<file path="config.mk">
export PLATFORM = sky130hd
export DESIGN_NAME = seqdetect_param_flat
export DESIGN_NICKNAME = d
export VERILOG_FILES = /design/src/rtl/seqdetect_param_if.sv /design/src/rtl/seqdetect_param.sv /design/src/flat_wrapper.sv
export SDC_FILE = /design/constraint.sdc
export NUM_CORES = 1
export LEC_CHECK = 0
export CORE_ASPECT_RATIO = 1.75
export CORE_MARGIN = 2
export CORE_UTILIZATION = 25
export DETAILED_ROUTE_END_ITERATION = 16
export GPL_ROUTABILITY_DRIVEN = 1
export PLACE_DENSITY = 0.48
export SLEW_MARGIN = 20
export SYNTH_ARGS = -nofsm -noshare
export SYNTH_HDL_FRONTEND = slang
export SYNTH_SLANG_ARGS = --single-unit
</file>
<file path="constraint.sdc">
create_clock -name clk -period 1.75 [get_ports clk]
set_input_delay 0.175 -clock clk [delete_from_list [all_inputs] [get_ports clk]]
set_output_delay 0.175 -clock clk [all_outputs]
set_load 0.05 [all_outputs]
</file>
<file path="src/rtl/seqdetect_param_if.sv">
// Bus bundle for seqdetect_param: serial input, pattern config, match status.
// The testbench drives the master side; the detector uses the slave side.
interface seqdetect_param_if #(
   parameter int unsigned PAT_W = 4,
   parameter int unsigned CNT_W = 8
);
   logic             inp_valid;
   logic             inp_bit;
   logic             cfg_load;
   logic [PAT_W-1:0] cfg_pattern;
   logic             overlap_en;
   logic             cnt_clr;
   logic             seq_seen;
   logic [CNT_W-1:0] match_count;

   modport master (
      output inp_valid, inp_bit, cfg_load, cfg_pattern, overlap_en, cnt_clr,
      input  seq_seen, match_count
   );

   modport slave (
      input  inp_valid, inp_bit, cfg_load, cfg_pattern, overlap_en, cnt_clr,
      output seq_seen, match_count
   );
endinterface

</file>
<file path="src/rtl/seqdetect_param.sv">
// Serial sequence detector with a runtime-loadable PAT_W-bit pattern and
// overlapping/non-overlapping modes. SEQDETECT_COUNT_EN adds a saturating match counter.
module seqdetect_param #(
   parameter int unsigned     PAT_W    = 4,
   parameter logic [PAT_W-1:0] PAT_INIT = PAT_W'(4'b1011),
   parameter int unsigned     CNT_W    = 8
) (
   input logic              clk,
   input logic              reset_n,
   seqdetect_param_if.slave bus
);
   localparam int unsigned FILL_W = $clog2(PAT_W + 1);
   localparam logic [FILL_W-1:0] FILL_FULL = FILL_W'(PAT_W);
   localparam logic [FILL_W-1:0] FILL_LAST = FILL_W'(PAT_W - 1);

   typedef enum logic {FILL, ARMED} state_e;

   state_e            state_q, state_d;
   logic [PAT_W-1:0]  pat_q, pat_d;
   logic [PAT_W-1:0]  hist_q, hist_d;
   logic [FILL_W-1:0] fill_q, fill_d;
   logic              seen_q, seen_d;
   logic [PAT_W-1:0]  shifted;
   logic              match;

   assign shifted = {hist_q[PAT_W-2:0], bus.inp_bit};

   always_ff @(posedge clk or negedge reset_n) begin
      if (!reset_n) begin
         state_q <= FILL;
         pat_q   <= PAT_INIT;
         hist_q  <= '0;
         fill_q  <= '0;
         seen_q  <= 1'b0;
      end else begin
         state_q <= state_d;
         pat_q   <= pat_d;
         hist_q  <= hist_d;
         fill_q  <= fill_d;
         seen_q  <= seen_d;
      end
   end

   always_comb begin
      state_d = state_q;
      pat_d   = pat_q;
      hist_d  = hist_q;
      fill_d  = fill_q;
      seen_d  = 1'b0;
      match   = 1'b0;
      if (bus.cfg_load) begin
         pat_d   = bus.cfg_pattern;
         hist_d  = '0;
         fill_d  = '0;
         state_d = FILL;
      end else if (bus.inp_valid) begin
         // ARMED is exactly fill==PAT_W; the last FILL bit may already complete a match
         match  = ((state_q == ARMED) || (fill_q == FILL_LAST)) && (shifted == pat_q);
         hist_d = shifted;
         unique case (state_q)
            FILL: begin
               fill_d = fill_q + FILL_W'(1);
               if (fill_q == FILL_LAST) state_d = ARMED;
            end
            ARMED: fill_d = FILL_FULL;
            default: state_d = FILL;
         endcase
         if (match) begin
            seen_d = 1'b1;
            if (bus.overlap_en) begin
               fill_d  = FILL_FULL;
               state_d = ARMED;
            end else begin
               hist_d  = '0;
               fill_d  = '0;
               state_d = FILL;
            end
         end
      end
   end

   assign bus.seq_seen = seen_q;

`ifdef SEQDETECT_COUNT_EN
   logic [CNT_W-1:0] cnt_q, cnt_d;

   always_ff @(posedge clk or negedge reset_n) begin
      if (!reset_n) cnt_q <= '0;
      else          cnt_q <= cnt_d;
   end

   // Clear takes priority over a coincident match
   always_comb begin
      cnt_d = cnt_q;
      if (bus.cnt_clr)                 cnt_d = '0;
      else if (match && (cnt_q != '1)) cnt_d = cnt_q + CNT_W'(1);
   end

   assign bus.match_count = cnt_q;
`else
   logic unused_cnt;
   assign unused_cnt      = bus.cnt_clr;
   assign bus.match_count = '0;
`endif

endmodule

</file>
<file path="src/flat_wrapper.sv">
// flat-port wrapper written by rule: the top's interface ports become plain ports
module seqdetect_param_flat 
#(
   parameter int unsigned     PAT_W    = 4,
   parameter logic [PAT_W-1:0] PAT_INIT = PAT_W'(4'b1011),
   parameter int unsigned     CNT_W    = 8
)
  (clk, reset_n, bus_inp_valid, bus_inp_bit, bus_cfg_load, bus_cfg_pattern, bus_overlap_en, bus_cnt_clr, bus_seq_seen, bus_match_count);
  seqdetect_param_if #(.PAT_W(PAT_W), .CNT_W(CNT_W)) bus_i ();
  input logic clk;
  input logic reset_n;
  input wire logic [$bits(bus_i.inp_valid)-1:0] bus_inp_valid;
  input wire logic [$bits(bus_i.inp_bit)-1:0] bus_inp_bit;
  input wire logic [$bits(bus_i.cfg_load)-1:0] bus_cfg_load;
  input wire logic [$bits(bus_i.cfg_pattern)-1:0] bus_cfg_pattern;
  input wire logic [$bits(bus_i.overlap_en)-1:0] bus_overlap_en;
  input wire logic [$bits(bus_i.cnt_clr)-1:0] bus_cnt_clr;
  output wire logic [$bits(bus_i.seq_seen)-1:0] bus_seq_seen;
  output wire logic [$bits(bus_i.match_count)-1:0] bus_match_count;
  assign bus_i.inp_valid = bus_inp_valid;
  assign bus_i.inp_bit = bus_inp_bit;
  assign bus_i.cfg_load = bus_cfg_load;
  assign bus_i.cfg_pattern = bus_cfg_pattern;
  assign bus_i.overlap_en = bus_overlap_en;
  assign bus_i.cnt_clr = bus_cnt_clr;
  assign bus_seq_seen = bus_i.seq_seen;
  assign bus_match_count = bus_i.match_count;
  seqdetect_param #(.PAT_W(PAT_W), .PAT_INIT(PAT_INIT), .CNT_W(CNT_W)) u_core (.clk(clk), .reset_n(reset_n), .bus(bus_i));
endmodule
</file>
==> run_results.csv <==
group,metric,value,unit
critical_path,crit_end,"u_core.state_q",
floorplan,die-width,43.3,um
pwr,leakage,0.331,nW
critical_path,required,1.89,ns
final_layout,fin_cells,99,
synth,yosysWarnings,0,
place,dpl_worst_slack,0.0423,ns
drt,drt_iter0_markers,7,
floorplan,dieHeight,72.8,um
place,portBuffers,10,
final_layout,area_growth,20.7,%
timing,worst_slack,0.146,ns
synth,synth_top_cell_area_share,33.3,%
grt,antenna_found_initial,0,
cts,clk_latency,0.24,ns
cts,cts_tree,"built",
critical_path,start_kind,"flop",
drt,via_per_inst,4.68,
timing,fmax,623,MHz
critical_path,setup.worst_path.end_class,"flop",
pwr,switching_share,27.9,%
synth,synth_cell_types,25,
final_layout,fin_nets,86,
timing,final.setup.tns,0,ns
drt,drcViolationCount,0,
final_layout,final_common_cell,"clkdlybuf4s50_1",
cts,cts_max_path_buffers,2,
timing,max-slew-margin-rel,61.3,%
pwr,p_switching,0.197,mW
timing,worst_slew_pin_slew,0.579,ns
pwr,p_comb_share,18.0,%
synth,avgSynthCellArea,11.1,um^2
synth,ys_seq_elements,12,
pwr,total_power,0.706,mW
cts,root_buffer,"clkbuf_8",
final_layout,mostFrequentLayoutCells,"10 x clkdlybuf4s50_1, 9 x dfrtp_1, 8 x conb_1, 6 x a21oi_1, 5 x nand2_1",
final_layout,final_area,817,um^2
timing,rsz0062_at_grt,"no",
timing,finalSetupViolations,0,
cts,cts_buffers,3,
critical_path,cp_max_fo,8,
grt,grt_start_max_net_pins,14,
grt,grt_pass1_vias,429,
critical_path,ff2ff_setup_slack,0.15,ns
worst_hold_path,hp-class,"in -> async",
critical_path,cp_data_arrival_time,1.74,ns
cts,clock-sinks,12,
final_layout,drive_gt1_share,22.2,%
critical_path,cp-startpoint,"u_core.fill_q[0]",
place,dpl.cell_count,95,
critical_path,critPathKind,"reg -> reg",
floorplan,rows,25,
floorplan,die_area,3160,um^2
timing,post-route-min-period,1.60,ns
timing,clock_skew,0.00206,ns
drt,firstDrtPassIters,3,
synth,synth.area.top_cells,"dfrtp_1 33%, dfstp_2 12%, buf_4 8.9%, xnor2_2 7.2%, mux2_2 6.7%",
grt,grt_overflow,0,
drt,antenna_left,0,
outcome,outcome,"completed",
pwr,ir_drop,0.000312,V
place,gp_congestion,0.725,
grt,grt_pass1_wl,2080,um
timing,timing.final.crit_share,91.7,%
cts,path_clk_slew,0.06,ns
grt,grt_usage,9.12,%
place,dpl.hpwl,1030,um
pwr,p_clk_share,37.7,%
flow_run,cap_violations,0,
cts,htreeDepth,1,
drt,routedWlPerCell,13.6,um
final_layout,num_antenna_cells,0,
floorplan,coreArea,2630,um^2
critical_path,rr_worst_depth,5,
pwr,intPower,0.509,mW
pwr,power_density,865,nW/um^2
timing,drv_slew,0,
critical_path,r2r-start,"u_core.fill_q[0]",
timing,hold_viol,0,
synth,yosysSeqAreaShare,44.9,%
drt,drt_wl_total,1350,um
synth,synth_area,677,um^2
floorplan,ios,20,
synth,synth_top_area_cell,"dfrtp_1",
place,dpl-instance-area,768,um^2
critical_path,timing.rr.end,"u_core.state_q",
floorplan,start_util,25.8,%
cts,post_cts_buffers,0,
pwr,seqPwrFrac,44.3,%
synth,synth_cells,61,
drt,vias,463,
-- critical path, cell delays in order, from the launching register on --
cell and delay, ns:
dfrtp_1 0.39, ha_1 0.21, ha_1 0.22, o21ai_2 0.32
nor3_1 0.12, a211oi_1 0.25
-- worst min path at each step --
stage                      from             endpoint  slack [ns]  depth (start not counted)
5_1_grt                 reset_n     u_core.hist_q[2]        0.36                          1
4_1_cts                 reset_n     u_core.hist_q[2]        0.33                          1
2_1_floorplan           reset_n  u_core.bus.seq_seen       -0.12                          0
3_3_place_gp   u_core.fill_q[1]     u_core.fill_q[1]        0.53                          2
6_report                reset_n     u_core.hist_q[2]        0.31                          1
3_5_place_dp   u_core.hist_q[2]     u_core.hist_q[2]        0.55                          2
-- metrics by stage --
stage / hold slack, ns / utilization, %
floorplan: -0.121 / -
global placement: 0.527 / 29.2
detailed placement: 0.555 / 29.2
CTS: 0.334 / 31.0
global route: 0.362 / 31.1
finish: 0.308 / 31.1
-- synthesized netlist by cell type --
library cell,count
o311ai_0,3
dfrtp_1,9
conb_1,1
o41ai_2,1
o211ai_1,1
ha_1,2
buf_4,8
nor4_1,1
buf_2,1
xnor2_1,1
o211a_1,1
a211oi_1,1
o2111ai_1,1
nand3_2,1
nor2_1,1
nor3_1,1
or3_1,1
a21oi_1,6
mux2_2,4
nand2_1,5
xnor2_2,3
dfstp_2,3
inv_1,3
o21ai_1,1
clkbuf_1,1
-- logic make-up after synthesis --
family / count (synthesis) / synth area share [%]
compound gates: 15 / 16.5
xor+xnor: 4 / 8.50
fa+ha+maj: 2 / 3.70
buf+inv: 13 / 11.8
flops: 12 / 44.9
mux: 4 / 6.65
other cells: 1 / 0.554
simple gates: 10 / 7.39
-- power by group through the flow --
stage               sequential, mW  combinational [mW]  clock (mW)
global route                 0.316               0.137       0.280
finish                       0.313               0.127       0.266
CTS                          0.314               0.128       0.272
floorplan                    0.315               0.105           0
global placement             0.318               0.126           0
detailed placement           0.318               0.128           0
-- sequential cells by signal, summed over array words and instances (netlist names) --
signal / count
u_core.pat_q: 4
u_core.fill_q: 3
u_core.hist_q: 3
u_core.bus.seq_seen: 1
u_core.state_q: 1
-- per-layer routing --
metal  wire [um]  global-route usage, %  part of all wire [%]  vias up
li1            -                      -                     -      223
met1         480                   9.12                    36      231
met2         814                   17.1                    60        7
met3          20                      0                   1.5        2
met4          30                   7.07                   2.2        0
met5           0                      0                     0        -
-- timing repair --
action / 4_1_cts / 5_1_grt
endpoints found under the setup margin: 0 / 6
hold buffers: 0 / 0
resized for setup: 0 / 1
-- final cells by class --
cell class	instances	area [um^2]
multi-input combinational	43	323
timing repair buffer	10	100
fill	297	1810
tap	27	33.8
sequential	12	304
clock buffer	4	45.0
inverter	3	11.3
Note: power is estimated with default switching activity, not from simulation.
